$ cat src/rtl/wb_port_arbiter.sv
// Register-file write-port arbiter: pipeline writeback has priority, long-latency
// results wait in a FIFO, and a starved FIFO head requests a pipeline bubble.
module wb_port_arbiter #(
  parameter int unsigned DEPTH    = 4,
  parameter int unsigned MAX_WAIT = 8
) (
  input  logic                    i_clk,
  input  logic                    i_reset,
  input  logic                    i_pipe_wren,
  input  logic [4:0]              i_pipe_rd,
  input  logic [31:0]             i_pipe_data,
  input  logic                    i_lu_valid,
  output logic                    o_lu_ready,
  input  logic [4:0]              i_lu_rd,
  input  logic [31:0]             i_lu_data,
  output logic                    o_rd_wren,
  output logic [4:0]              o_rd_addr,
  output logic [31:0]             o_rd_data,
  output logic                    o_pipe_stall,
  output logic [$clog2(DEPTH):0]  o_fifo_count
);

  localparam int unsigned REG_W  = 5;
  localparam int unsigned DATA_W = 32;
  localparam int unsigned PTR_W  = $clog2(DEPTH);
  localparam int unsigned CNT_W  = PTR_W + 1;
  localparam int unsigned WAIT_W = (MAX_WAIT > 1) ? $clog2(MAX_WAIT) : 1;

  typedef struct packed {
    logic [REG_W-1:0]  rd;
    logic [DATA_W-1:0] data;
  } entry_t;

  typedef enum logic [1:0] {
    ST_IDLE  = 2'd0,
    ST_WAIT  = 2'd1,
    ST_FORCE = 2'd2
  } state_e;

  entry_t             mem_q [DEPTH];
  logic [PTR_W-1:0]   wr_ptr_q, wr_ptr_d;
  logic [PTR_W-1:0]   rd_ptr_q, rd_ptr_d;
  logic [CNT_W-1:0]   count_q, count_d;
  logic [WAIT_W-1:0]  wait_q, wait_d;
  state_e             state_q, state_d;
  logic               wren_q, wren_d;
  logic [REG_W-1:0]   addr_q, addr_d;
  logic [DATA_W-1:0]  data_q, data_d;
  logic               stall_q, stall_d;

  logic   pipe_req;
  logic   push;
  logic   pop;
  entry_t head;

  // A pipeline write to x0 is no request at all and leaves the port to the FIFO.
  assign pipe_req   = i_pipe_wren && (i_pipe_rd != '0);
  assign o_lu_ready = (count_q < CNT_W'(DEPTH)) && !i_reset;
  assign push       = i_lu_valid && o_lu_ready;
  assign pop        = !pipe_req && (count_q != '0);
  assign head       = mem_q[rd_ptr_q];

  always_comb begin
    wr_ptr_d = push ? wr_ptr_q + PTR_W'(1) : wr_ptr_q;
    rd_ptr_d = pop  ? rd_ptr_q + PTR_W'(1) : rd_ptr_q;
    count_d  = count_q + CNT_W'(push) - CNT_W'(pop);
  end

  // Write-port mux; a popped head aimed at x0 is dropped silently.
  always_comb begin
    wren_d = 1'b0;
    addr_d = addr_q;
    data_d = data_q;
    if (pipe_req) begin
      wren_d = 1'b1;
      addr_d = i_pipe_rd;
      data_d = i_pipe_data;
    end else if (pop && (head.rd != '0)) begin
      wren_d = 1'b1;
      addr_d = head.rd;
      data_d = head.data;
    end
  end

  always_comb begin
    state_d = state_q;
    wait_d  = wait_q;
    case (state_q)
      ST_IDLE: begin
        wait_d = '0;
        if (count_d != '0) state_d = ST_WAIT;
      end
      ST_WAIT: begin
        if (pop) begin
          wait_d  = '0;
          state_d = (count_d == '0) ? ST_IDLE : ST_WAIT;
        end else if (wait_q == WAIT_W'(MAX_WAIT - 1)) begin
          state_d = ST_FORCE;
        end else begin
          wait_d = wait_q + WAIT_W'(1);
        end
      end
      ST_FORCE: begin
        if (pop) begin
          wait_d  = '0;
          state_d = (count_d == '0) ? ST_IDLE : ST_WAIT;
        end
      end
      default: begin
        state_d = ST_IDLE;
        wait_d  = '0;
      end
    endcase
    stall_d = (state_d == ST_FORCE);
  end

  always_ff @(posedge i_clk) begin
    if (i_reset) begin
      wr_ptr_q <= '0;
      rd_ptr_q <= '0;
      count_q  <= '0;
      wait_q   <= '0;
      state_q  <= ST_IDLE;
      wren_q   <= 1'b0;
      addr_q   <= '0;
      data_q   <= '0;
      stall_q  <= 1'b0;
    end else begin
      wr_ptr_q <= wr_ptr_d;
      rd_ptr_q <= rd_ptr_d;
      count_q  <= count_d;
      wait_q   <= wait_d;
      state_q  <= state_d;
      wren_q   <= wren_d;
      addr_q   <= addr_d;
      data_q   <= data_d;
      stall_q  <= stall_d;
    end
  end

  // FIFO storage needs no reset; occupancy is tracked by the pointers.
  always_ff @(posedge i_clk) begin
    if (push) mem_q[wr_ptr_q] <= entry_t'{rd: i_lu_rd, data: i_lu_data};
  end

  assign o_rd_wren    = wren_q;
  assign o_rd_addr    = addr_q;
  assign o_rd_data    = data_q;
  assign o_pipe_stall = stall_q;
  assign o_fifo_count = count_q;

endmodule

$ cat config.mk
export PLATFORM = sky130hd
export DESIGN_NAME = wb_port_arbiter
export DESIGN_NICKNAME = d
export VERILOG_FILES = /design/src/rtl/wb_port_arbiter.sv
export SDC_FILE = /design/constraint.sdc
export NUM_CORES = 1
export LEC_CHECK = 0
export BUFFER_PORTS_ARGS = -buffer_cell sky130_fd_sc_hd__buf_2
export CAP_MARGIN = 25
export CORE_MARGIN = 4
export CORE_UTILIZATION = 25
export DETAILED_ROUTE_END_ITERATION = 8
export GPL_TIMING_DRIVEN = 0
export MAX_ROUTING_LAYER = met4
export SETUP_SLACK_MARGIN = 0.3
export SLEW_MARGIN = 20
export SYNTH_ARGS = -nofsm -noshare
export SYNTH_HDL_FRONTEND = slang
export SYNTH_SLANG_ARGS = --single-unit
$ cat constraint.sdc
create_clock -name i_clk -period 7 [get_ports i_clk]
set_input_delay 1.05 -clock i_clk [delete_from_list [all_inputs] [get_ports i_clk]]
set_output_delay 1.05 -clock i_clk [all_outputs]
set_load 0.02 [all_outputs]
Word-level counts from Yosys, hierarchy flattened
Memories as Yosys holds them, arrays and structs flattened. A register that Yosys moved wholly into a read port is not among the register bits.
Index checks and enable logic that the tools add are counted.
W data, S select, Z words.
{ "totals": {"register_bits": 51, "mem_bits_rw": 148, "inputBits": 78, "output_inout_bits": 43, "wordCells": 57, "n_memories": 1} }
{ "op_classes": {"addsub": 5, "n_lt_le_gt_ge": 1, "n_eq_ne": 6, "n_mux": 20, "reduce_logical": 15} }
{ "mem_list": {"columns": ["memory", "depth", "width", "read_ports", "rd_ports_with_merged_regs", "wr", "line_no", "source"], "rows": [
  ["mem_q", 4, 37, 1, 1, 1, "40", "entry_t mem_q [DEPTH];"]
]} }
{ "op_table": {"columns": ["cell", "n"], "rows": [
  ["$mux W32", 2],
  ["$mux W2", 6],
  ["$mux W5", 2],
  ["$reduce_bool A5 Y1", 2],
  ["$mux W3", 3],
  ["$pmux W2 S3", 1],
  ["$pmux W3 S2", 1],
  ["$reduce_bool A3 Y1", 2],
  ["$logic_and A1 B1 Y1", 5],
  ["$mux W1", 5],
  ["$add A2 B1 Y2 const B", 2],
  ["$eq A2 B2 Y1 const B", 2],
  ["$add A3 B1 Y3", 1],
  ["$add A3 B1 Y3 const B", 1],
  ["$eq A3 B3 Y1 const B", 1],
  ["$logic_not A3 Y1", 1],
  ["$lt A3 B3 Y1 const B", 1],
  ["$ne A3 B3 Y1 const B", 1],
  ["$sub A3 B1 Y3", 1],
  ["$eq A2 B1 Y1 const B", 1],
  ["$logic_not A1 Y1", 2],
  ["$logic_not A2 Y1", 1],
  ["$ne A2 B2 Y1 const B", 1],
  ["$reduce_and A2 Y1", 1],
  ["$reduce_bool A2 Y1", 1]
]} }

Logic depth before layout (Yosys ltp)
{ "depth": {"depth_word": 10, "mapped_depth": 12, "mapped_depth_nobuf": 11} }

Least setup slack after synthesis
Ideal clock, no wire load.
{ "synth_timing": {"kind": "input -> register", "start": "in i_pipe_rd[1]", "end": "reg state_q[0]", "setup_ns": 0.132, "arrival_ns": 3.411, "required_time_ns": 6.868, "setup_slack_ns": 3.457, "path_stages": 10, "path_buffers": 1, "cell_sequence": "o31a_1 -> nor3_1 -> clkbuf_1 -> ha_1 -> inv_1 -> ha_1 -> fa_1 -> or3_1 -> o211ai_1 -> a21oi_1"} }
{ "synth_via": {"elab_chain_cells": 9, "word_cells_on_any_way": 12, "classes_between": "1 x add/sub; 5 x mux; 6 x reduce/logical"} }
{ "synth_rtl": {"columns": ["element", "line_no", "source"], "rows": [
  ["start: declaration", "10", "input logic [4:0] i_pipe_rd,"],
  ["$reduce_bool A5 Y1 *", "57", "assign pipe_req = i_pipe_wren && (i_pipe_rd != '0);"],
  ["$logic_and A1 B1 Y1 *", "57", null],
  ["$logic_not A1 Y1 *", "60", "assign pop = !pipe_req && (count_q != '0);"],
  ["$logic_and A1 B1 Y1 *", "60", null],
  ["named net pop", "53", "logic pop;"],
  ["$sub A3 B1 Y3 *", "66", "count_d = count_q + CNT_W'(push) - CNT_W'(pop);"],
  ["named net count_d[1]", "43", "logic [CNT_W-1:0] count_q, count_d;"],
  ["$logic_not A3 Y1", "96, 106", null],
  ["$mux W1", "96, 106", null],
  ["$mux W2 (on tied branches)", "104, 94", null],
  ["$pmux W2 S3 *", "88", "case (state_q)"],
  ["end signal: assignment", "133", "state_q <= state_d;"],
  ["end: declaration", "45", "state_e state_q, state_d;"]
]} }
The timed path passes the listed nets; every way through them passes the cells marked *.
A chain may end at the register's enable or synchronous reset.

Final worst setup path
Ends and elaborated chain as after synthesis.

==> results.json <==
{
  "power_frac_clock": 0.314,
  "hold_viol": 0,
  "final_common_cell": "edfxtp_1",
  "pin_count": 121,
  "wl_um": 21800,
  "ir_drop_v": 0.000104,
  "rr_endpoint": "state_q[0]",
  "worstSetupPathType": "in2reg",
  "dp_hpwl_um": 15700,
  "core_um2": 32500,
  "cp.required_ps": 7360,
  "tightestPinTransition_ps": 837,
  "num_rows": 66,
  "slew_headroom": 0.440,
  "avgSynthCellArea_um2": 16.6,
  "fp.dieArea_um2": 35900,
  "setup_viol": 0,
  "drv_slew": 0,
  "drt-initial-drc-count": 262,
  "synth_edf_count": 148,
  "crit_slowest_cell": "clkbuf_1",
  "wl_per_cell_um": 19.7,
  "area_delta_synth_final_pct": 23.3,
  "grt_max_degree": 38,
  "rsz0062_at_grt": "no",
  "endpoint_kind": "flip-flop",
  "antenna_found_initial": 6,
  "cts.path.max_buffers": 3,
  "synth.net_count": 583,
  "clk_pin_slew_ps": 60,
  "die_w_um": 190,
  "io_buffers": 119,
  "slowest_delay_ps": 420,
  "ys_warn_count": 0,
  "max_cap_violations": 0,
  "leakagePower_nw": 3.45,
  "nets": 729,
  "path_max_fanout": 10,
  "hp-class": "reg2reg",
  "grt_pass1_wl_um": 32900,
  "power_density_nw_per_um2": 343,
  "r2r_slack_ps": 3850,
  "power.switching_mw": 1.07,
  "power.share.sequential": 0.424,
  "p_comb_frac": 0.262,
  "start_kind": "primary input",
  "worstPathCellList": "buf_2 -> o31a_1 -> nor3_1 -> clkbuf_1 -> ha_1 -> inv_1 -> ha_1 -> fa_1 -> or3_1 -> o211ai_1 -> a21oi_1",
  "tritoncts": "yes",
  "ys_types": 46,
  "status": "complete, no violations",
  "fin_skew_ps": 8.37,
  "layout_common_cells": "148 x edfxtp_1, 122 x buf_2, 73 x a211oi_1, 53 x dfxtp_1, 38 x nor2_1",
  "dr.pass1.iters": 5,
  "async_reset_ff_frac": 0,
  "worstSetupEndpoint": "state_q[0]",
  "grt_overflow": 0,
  "root_buffer": "clkbuf_16",
  "cts_buffers": 22,
  "drtAntennaViolNets": 0,
  "min_period_ps": 3490,
  "cp.arrival_ps": 3850,
  "grt_pass1_vias": 5279,
  "tns_ps": 0,
  "die_h_um": 190,
  "netlist_area_um2": 8240,
  "vias_per_cell": 4.57,
  "final_util": 0.312,
  "reg2reg_depth": 11,
  "drive_above_1_share": 0.321,
  "start_util": 0.253,
  "internal_power_mw": 2.41,
  "syn_inst": 496,
  "place.gp.congestion": 0.770,
  "track_usage": 0.123,
  "cts-hold-fix-buffers": 0,
  "vias": 5059,
  "period_share": 0.498,
  "timing.rr.start": "o_fifo_count[0]",
  "drc": 0,
  "cts_resized": 0,
  "swShare": 0.308,
  "clock_latency_ps": 500,
  "crit_top_cell": "ha_1",
  "ys.flop_type": "edfxtp_1",
  "cts_max_level": 1,
  "timing.fmax_mhz": 287,
  "crit_start": "i_pipe_rd[1]",
  "post_cts_buffers": 0,
  "nFillCells": 3250,
  "cts.sinks": 201,
  "ys_ff_latch": 201,
  "seq_area_frac_synth": 0.668
}
## kinds of logic after synthesis
family          after synthesis  share of synthesized area
buf+inv                      46                     0.0336
xor+xnor                      3                    0.00486
fa+ha+maj                     9                     0.0146
flops                       201                      0.668
compound gates              128                      0.130
mux                          41                      0.106
simple gates                 68                     0.0422
## worst max-delay path, delay by kind of cell
kind            cells  cell delay [ps]
fa+ha+maj           3              890
simple gates        2              780
buf+inv             3              600
compound gates      3              540
## Yosys cell counts, types with 7 or more instances
cell type / n / area, um2
edfxtp_1: 148 / 4440
mux4_2: 33 / 743
dfxtp_1: 53 / 1060
clkbuf_1: 17 / 63.8
dlygate4sd1_1: 7 / 61.3
o221a_1: 32 / 360
nor2_1: 38 / 143
inv_1: 7 / 26.3
ha_1: 8 / 100
nor3_1: 9 / 45.0
a211oi_1: 73 / 548
## layer usage
metal	share of wire	vias to the layer above	global-route usage
met5	0	-	-
met4	0.027	0	0.0345
met3	0.063	41	0.0350
met2	0.50	124	0.208
met1	0.41	2533	0.144
li1	-	2361	-
## layout make-up
type                       count  area, um2  area share
clock inverter                12       90.1     0.00887
inverter                       8       30.0     0.00296
buffer                        38        246      0.0243
timing repair buffer         122        656      0.0645
antenna                        6       15.0     0.00148
multi-input combinational    249       2470       0.243
sequential                   201       5510       0.542
tap                          442        553      0.0544
clock buffer                  28        594      0.0585
## how the worst min path moves through the flow
stage	from	end	slack (ps)	cells past startpoint
final	o_rd_addr[0]	o_rd_addr[0]	540	2
after global placement	o_rd_addr[0]	o_rd_addr[0]	510	2
after CTS	o_rd_addr[0]	o_rd_addr[0]	520	2
after detailed placement	o_rd_addr[0]	o_rd_addr[0]	510	2
after global routing	o_rd_addr[0]	o_rd_addr[0]	570	2
after floorplan	rd_ptr_q[1]	flip-flop	500	2
## power by group through the flow
stage	Clock (mW)	Sequential, mW	Combinational, mW
after detailed placement	0	1.50	0.928
after global placement	0	1.50	0.915
after global routing	1.19	1.49	1.01
final	1.10	1.48	0.914
after floorplan	0	1.57	0.543
after CTS	1.13	1.48	0.932
## state kept, by name, indices dropped and copies added, names as in the netlist, named ones only
register	flops
wait_q	3
wr_ptr_q	2
rd_ptr_q	2
o_rd_wren	1
mem_q	148
o_pipe_stall	1
o_rd_data	32
state_q	2
o_rd_addr	5
o_fifo_count	3
## stage by stage
stage / hold WS (ps) / cell area [um2] / power, mW / worst slack [ps] / instances
final: 544 / 10200 / 3.48 / 3510 / 1106
after global routing: 571 / 10200 / 3.69 / 3390 / 1106
after CTS: 520 / 10100 / 3.54 / 3550 / 1100
after detailed placement: 511 / 9460 / 2.43 / 3010 / 1060
after global placement: 509 / 9390 / 2.41 / 3020 / 1057
after floorplan: 499 / 8240 / 2.11 / 3460 / 496
Note: power is estimated with default switching activity, not from simulation.
